[src/rtl/sprite_layer_mixer_if.sv]
// Pixel-domain bundle between the sprite compositors and the layer mixer.
// Carries per-layer hit/colour, syncs, and the mixed video plus frame timing back out.
interface sprite_layer_mixer_if #(
    parameter int unsigned NUM_LAYERS = 4
) ();
    logic                       i_h_sync;
    logic                       i_v_sync;
    logic                       i_de;
    logic [NUM_LAYERS-1:0]      i_layer_hit;
    logic [NUM_LAYERS*24-1:0]   i_layer_rgb;
    logic [NUM_LAYERS-1:0]      i_layer_blink_en;
    logic [23:0]                i_bg_rgb;
    logic [7:0]                 o_red;
    logic [7:0]                 o_green;
    logic [7:0]                 o_blue;
    logic                       o_h_sync;
    logic                       o_v_sync;
    logic                       o_de;
    logic [7:0]                 o_frame_cnt;
    logic                       o_blink_phase;

    modport master (
        output i_h_sync, i_v_sync, i_de, i_layer_hit, i_layer_rgb, i_layer_blink_en, i_bg_rgb,
        input  o_red, o_green, o_blue, o_h_sync, o_v_sync, o_de, o_frame_cnt, o_blink_phase
    );

    modport slave (
        input  i_h_sync, i_v_sync, i_de, i_layer_hit, i_layer_rgb, i_layer_blink_en, i_bg_rgb,
        output o_red, o_green, o_blue, o_h_sync, o_v_sync, o_de, o_frame_cnt, o_blink_phase
    );
endinterface

[src/rtl/sprite_layer_mixer.sv]
// Two-stage sprite layer priority mixer with matched sync delay.
// Also keeps the frame counter and blink phase, advanced on v_sync rising edges.
module sprite_layer_mixer #(
    parameter int unsigned NUM_LAYERS   = 4,
    parameter int unsigned BLINK_FRAMES = 16
) (
    input  logic                  i_clk,
    input  logic                  i_rst_n,
    sprite_layer_mixer_if.slave   vid_io
);
    localparam logic [7:0] BlinkLast = 8'(BLINK_FRAMES - 1);

    // Stage 1: registered inputs
    logic [NUM_LAYERS-1:0]    hit_q;
    logic [NUM_LAYERS*24-1:0] rgb_q;
    logic [NUM_LAYERS-1:0]    blink_en_q;
    logic [23:0]              bg_q;
    logic                     hs1_q, vs1_q, de1_q;
    // Stage 2: mixed pixel and delayed syncs
    logic [23:0]              rgb2_q;
    logic                     hs2_q, vs2_q, de2_q;
    // Frame timing
    logic                     vs_prev_q;
    logic [7:0]               frame_q, frame_d;
    logic [7:0]               blink_cnt_q, blink_cnt_d;
    logic                     phase_q, phase_d;

    logic [NUM_LAYERS-1:0]    visible;
    logic [23:0]              mix_rgb;
    logic                     frame_edge;

    assign visible    = hit_q & ~(blink_en_q & {NUM_LAYERS{phase_q}});
    assign frame_edge = vs1_q & ~vs_prev_q;

    // Hit-gated priority chain so unqualified (possibly X) layer data never reaches the output.
    always_comb begin
        mix_rgb = bg_q;
        for (int k = NUM_LAYERS - 1; k >= 0; k--) begin
            if (visible[k]) begin
                mix_rgb = rgb_q[k*24 +: 24];
            end
        end
        if (!de1_q) begin
            mix_rgb = '0;
        end
    end

    always_comb begin
        frame_d     = frame_q;
        blink_cnt_d = blink_cnt_q;
        phase_d     = phase_q;
        if (frame_edge) begin
            frame_d = frame_q + 8'd1;
            if (blink_cnt_q == BlinkLast) begin
                blink_cnt_d = '0;
                phase_d     = ~phase_q;
            end else begin
                blink_cnt_d = blink_cnt_q + 8'd1;
            end
        end
    end

    always_ff @(posedge i_clk) begin
        if (!i_rst_n) begin
            hit_q       <= '0;
            rgb_q       <= '0;
            blink_en_q  <= '0;
            bg_q        <= '0;
            hs1_q       <= 1'b0;
            vs1_q       <= 1'b0;
            de1_q       <= 1'b0;
            rgb2_q      <= '0;
            hs2_q       <= 1'b0;
            vs2_q       <= 1'b0;
            de2_q       <= 1'b0;
            vs_prev_q   <= 1'b0;
            frame_q     <= '0;
            blink_cnt_q <= '0;
            phase_q     <= 1'b0;
        end else begin
            hit_q       <= vid_io.i_layer_hit;
            rgb_q       <= vid_io.i_layer_rgb;
            blink_en_q  <= vid_io.i_layer_blink_en;
            bg_q        <= vid_io.i_bg_rgb;
            hs1_q       <= vid_io.i_h_sync;
            vs1_q       <= vid_io.i_v_sync;
            de1_q       <= vid_io.i_de;
            rgb2_q      <= mix_rgb;
            hs2_q       <= hs1_q;
            vs2_q       <= vs1_q;
            de2_q       <= de1_q;
            vs_prev_q   <= vs1_q;
            frame_q     <= frame_d;
            blink_cnt_q <= blink_cnt_d;
            phase_q     <= phase_d;
        end
    end

    assign vid_io.o_red         = rgb2_q[23:16];
    assign vid_io.o_green       = rgb2_q[15:8];
    assign vid_io.o_blue        = rgb2_q[7:0];
    assign vid_io.o_h_sync      = hs2_q;
    assign vid_io.o_v_sync      = vs2_q;
    assign vid_io.o_de          = de2_q;
    assign vid_io.o_frame_cnt   = frame_q;
    assign vid_io.o_blink_phase = phase_q;
endmodule

[src/flat_wrapper.sv]
// flat-port wrapper written by rule: the top's interface ports become plain ports
module sprite_layer_mixer_flat 
#(
    parameter int unsigned NUM_LAYERS   = 4,
    parameter int unsigned BLINK_FRAMES = 16
)
  (i_clk, i_rst_n, vid_io_i_h_sync, vid_io_i_v_sync, vid_io_i_de, vid_io_i_layer_hit, vid_io_i_layer_rgb, vid_io_i_layer_blink_en, vid_io_i_bg_rgb, vid_io_o_red, vid_io_o_green, vid_io_o_blue, vid_io_o_h_sync, vid_io_o_v_sync, vid_io_o_de, vid_io_o_frame_cnt, vid_io_o_blink_phase);
  sprite_layer_mixer_if #(.NUM_LAYERS(NUM_LAYERS)) vid_io_i ();
  input  logic i_clk;
  input  logic i_rst_n;
  input wire logic [$bits(vid_io_i.i_h_sync)-1:0] vid_io_i_h_sync;
  input wire logic [$bits(vid_io_i.i_v_sync)-1:0] vid_io_i_v_sync;
  input wire logic [$bits(vid_io_i.i_de)-1:0] vid_io_i_de;
  input wire logic [$bits(vid_io_i.i_layer_hit)-1:0] vid_io_i_layer_hit;
  input wire logic [$bits(vid_io_i.i_layer_rgb)-1:0] vid_io_i_layer_rgb;
  input wire logic [$bits(vid_io_i.i_layer_blink_en)-1:0] vid_io_i_layer_blink_en;
  input wire logic [$bits(vid_io_i.i_bg_rgb)-1:0] vid_io_i_bg_rgb;
  output wire logic [$bits(vid_io_i.o_red)-1:0] vid_io_o_red;
  output wire logic [$bits(vid_io_i.o_green)-1:0] vid_io_o_green;
  output wire logic [$bits(vid_io_i.o_blue)-1:0] vid_io_o_blue;
  output wire logic [$bits(vid_io_i.o_h_sync)-1:0] vid_io_o_h_sync;
  output wire logic [$bits(vid_io_i.o_v_sync)-1:0] vid_io_o_v_sync;
  output wire logic [$bits(vid_io_i.o_de)-1:0] vid_io_o_de;
  output wire logic [$bits(vid_io_i.o_frame_cnt)-1:0] vid_io_o_frame_cnt;
  output wire logic [$bits(vid_io_i.o_blink_phase)-1:0] vid_io_o_blink_phase;
  assign vid_io_i.i_h_sync = vid_io_i_h_sync;
  assign vid_io_i.i_v_sync = vid_io_i_v_sync;
  assign vid_io_i.i_de = vid_io_i_de;
  assign vid_io_i.i_layer_hit = vid_io_i_layer_hit;
  assign vid_io_i.i_layer_rgb = vid_io_i_layer_rgb;
  assign vid_io_i.i_layer_blink_en = vid_io_i_layer_blink_en;
  assign vid_io_i.i_bg_rgb = vid_io_i_bg_rgb;
  assign vid_io_o_red = vid_io_i.o_red;
  assign vid_io_o_green = vid_io_i.o_green;
  assign vid_io_o_blue = vid_io_i.o_blue;
  assign vid_io_o_h_sync = vid_io_i.o_h_sync;
  assign vid_io_o_v_sync = vid_io_i.o_v_sync;
  assign vid_io_o_de = vid_io_i.o_de;
  assign vid_io_o_frame_cnt = vid_io_i.o_frame_cnt;
  assign vid_io_o_blink_phase = vid_io_i.o_blink_phase;
  sprite_layer_mixer #(.NUM_LAYERS(NUM_LAYERS), .BLINK_FRAMES(BLINK_FRAMES)) u_core (.i_clk(i_clk), .i_rst_n(i_rst_n), .vid_io(vid_io_i));
endmodule
[config.mk]
export PLATFORM = sky130hd
export DESIGN_NAME = sprite_layer_mixer_flat
export DESIGN_NICKNAME = d
export VERILOG_FILES = /design/src/rtl/sprite_layer_mixer_if.sv /design/src/rtl/sprite_layer_mixer.sv /design/src/flat_wrapper.sv
export SDC_FILE = /design/constraint.sdc
export NUM_CORES = 1
export LEC_CHECK = 0
export BUFFER_PORTS_ARGS = -buffer_cell sky130_fd_sc_hd__buf_2
export CAP_MARGIN = 0
export CORE_MARGIN = 2
export CORE_UTILIZATION = 55
export CTS_BUF_LIST = sky130_fd_sc_hd__clkbuf_16
export CTS_CLUSTER_SIZE = 16
export DETAILED_ROUTE_END_ITERATION = 10
export PLACE_DENSITY = 0.83
export SYNTH_ARGS = -nofsm -noshare
export SYNTH_HDL_FRONTEND = slang
export SYNTH_SLANG_ARGS = --single-unit
[constraint.sdc]
create_clock -name i_clk -period 3.35 [get_ports i_clk]
set_input_delay 0.335 -clock i_clk [delete_from_list [all_inputs] [get_ports i_clk]]
set_output_delay 0.335 -clock i_clk [all_outputs]
set_load 0.02 [all_outputs]
==> impl_metrics.py <==
metrics = {
    "status": {
        "status": "finished, final reports clean",
    },
    "synth": {
        "synth_flop_cell": "dfxtp_1",
        "syn_inst": 582,
        "synth.most_common_cell": "dfxtp_1",
        "synth-seq-cells": 175,
        "yosysSeqAreaShare": 0.578,
        "syn_nets": 717,
        "synth_commonest_cells": "dfxtp_1, and2_1, nand2_1, nor2_1, a311o_1",
        "synth_edf_count": 0,
        "synth_top_area_frac": 0.578,
        "yosysTopAreaCell": "dfxtp_1",
        "synth_area_um2": 6060,
        "ys_top_cells_by_area": "dfxtp_1, and2_1, nand2_1",
        "ys_warn_count": 0,
        "synth_cell_type_count": 31,
        "synth.avg_cell_area_um2": 10.4,
        "async_flop_share": 0,
    },
    "clocking": {
        "cts_resized": 0,
        "holdBufCountCts": 0,
        "htreeDepth": 4,
        "postCtsSetupBuffers": 0,
        "cts.sinks": 175,
        "insertion_delay_ps": 430,
        "cts_buffers": 17,
        "path_clk_slew_ps": 60,
        "clock_tree.root_cell": "clkbuf_16",
        "cts_buffer_depth": 2,
        "tritoncts": "built",
    },
    "pwr": {
        "finalPower_mw": 4.57,
        "p_leak_nw": 3.30,
        "vdd_drop_max_mv": 0.559,
        "power_density_nw_per_um2": 608,
    },
    "setup_path": {
        "worst-path-max-fanout": 48,
        "cp.arrival_ps": 2370,
        "crit_path_start_kind": "flop",
        "crit_type": "reg -> reg",
        "reg2reg_from": "u_core.vid_io.o_blink_phase$_SDFFE_PN0P_",
        "end_kind": "flop",
        "startpoint": "u_core.vid_io.o_blink_phase$_SDFFE_PN0P_",
        "crit_required_ps": 3680,
    },
    "timing": {
        "rsz0062_at_grt": "false",
        "slew_viol_final": 0,
        "setup_viol": 0,
        "finalHoldViolCount": 0,
        "fmax_ghz": 0.491,
        "slew_headroom": 0.278,
        "clock_skew_ps": 7.40,
        "fin_crit_ps": 2040,
        "period_share": 0.608,
        "tightestPinTransition_ps": 1080,
        "fin_setup_tns_ps": 0,
    },
    "route": {
        "drt-initial-drc-count": 230,
        "viasPerCell": 5.04,
        "met2_length_um": 6350,
        "via_count": 4463,
        "drc": 0,
        "wl_per_cell_um": 14.9,
        "top_layer_used": "met4",
        "met3RoutedLength_um": 1070,
        "wl_met1_um": 5390,
        "ant_nets": 0,
        "routed_wirelength_um": 13200,
        "drtPass1Iterations": 4,
    },
    "finish": {
        "syn_to_final_growth_pct": 23.9,
        "nets": 869,
        "layout-drive-gt1-share": 0.298,
        "ff_latch_area_um2": 3500,
        "fillers": 801,
        "insertedDiodeCount": 0,
        "multiInputGateArea_um2": 2340,
    },
    "place": {
        "port_buffers": 168,
        "dp_hpwl_um": 8790,
        "gp_congestion": 0.827,
    },
    "floorplan": {
        "initial_utilization": 0.561,
        "fp.dieW_um": 109,
        "ioPinCount": 169,
        "core_area_um2": 10800,
        "dieArea_um2": 11900,
        "die_height_um": 109,
        "row_count": 38,
    },
    "min_path": {
        "hold_path.class": "in -> reg",
        "hp-start": "vid_io_i_layer_rgb[83]",
    },
    "global_route": {
        "grt_usage": 0.230,
        "overflow": 0,
        "grt_pass1_wl_um": 20500,
        "grt_antenna_before_repair": 0,
        "grt_max_degree": 94,
        "grt_pass1_vias": 4431,
    },
    "job": {
        "drv_cap": 0,
    },
}
-- final timing paths --
kind	slack, ps	cells past startpoint	to
worst max register to register	1310	4	u_core.rgb2_q[14]$_SDFF_PN0_
worst max-delay path	1310	4	u_core.rgb2_q[14]$_SDFF_PN0_
worst min register to register	460	1	u_core.vid_io.o_h_sync$_SDFF_PN0_
worst min-delay path	110	2	u_core.rgb_q[83]$_SDFF_PN0_
-- through the flow --
step	area, um2	utilization	hold slack (ps)	cells	setup WS (ps)
after detailed placement	6900	0.640	447	855	1360
final	7510	0.696	113	885	1310
after floorplan	6060	-	412	582	1770
after CTS	7510	0.696	103	885	1310
after global routing	7510	0.696	102	885	1130
after global placement	6900	0.640	423	855	1480
-- worst max-delay path, cell delays in order, from the launching register on --
cell,delay [ps]
dfxtp_1,580
nand2_1,130
nand2_2,790
nor2_1,120
a311oi_2,280
-- cells by family (layout without fill, tap and decap cells) --
logic type | after synthesis | after routing | synth area share
adders and majority gates | 2 | 2 | 0.00413
AOI/OAI and AO/OA | 53 | 53 | 0.106
DFF | 175 | 175 | 0.578
xor gates and xnor gates | 15 | 15 | 0.0217
muxes | 2 | 2 | 0.00330
buffers and inverters | 39 | 202 | 0.0370
and+or+nand+nor | 296 | 296 | 0.250
-- registers in the layout, indices dropped and copies added, names as in the netlist --
register,flops
u_core.rgb_q,96
u_core.bg_q,24
u_core.rgb2_q,24
u_core.blink_cnt_q,8
u_core.vid_io.o_frame_cnt,8
u_core.blink_en_q,4
u_core.hit_q,4
u_core.de1_q,1
u_core.hs1_q,1
u_core.vid_io.o_blink_phase,1
u_core.vid_io.o_de,1
u_core.vid_io.o_h_sync,1
u_core.vid_io.o_v_sync,1
u_core.vs1_q,1
-- cell usage in the layout, fill, tap and decap left out, types with 4 or more instances in the layout --
cell	netlist	routed
and2_1	142	142
clkinv_1	0	5
clkbuf_16	0	17
buf_2	7	168
nand2_1	83	82
bufinv_16	0	5
a311oi_1	4	4
dfxtp_1	175	175
nor2b_1	4	4
nor2_1	51	51
nand4_1	4	4
xnor2_1	12	12
a311oi_2	20	20
a311o_1	24	24
-- metal layers --
layer / track usage / vias to the layer above
met5: 0 / -
met4: 0.111 / 0
met3: 0.0813 / 38
met2: 0.390 / 162
met1: 0.258 / 2059
li1: - / 2204
-- final cells by class --
cell class                      count  share of cell area
Multi-Input combinational cell    368               0.312
Tap cell                          140              0.0233
Clock inverter                     13              0.0240
Sequential cell                   175               0.467
Timing Repair Buffer              171               0.117
Inverter                            1            0.000500
Clock buffer                       17              0.0567
-- power breakdown --
| group | internal (mW) | switching, mW | total (mW) |
|---|---|---|---|
| combinational | 0.155 | 0.166 | 0.321 |
| clock | 1.29 | 0.740 | 2.03 |
| sequential | 2.18 | 0.0327 | 2.21 |
| total | 3.63 | 0.939 | 4.57 |
Note: power is estimated with default switching activity, not from simulation.
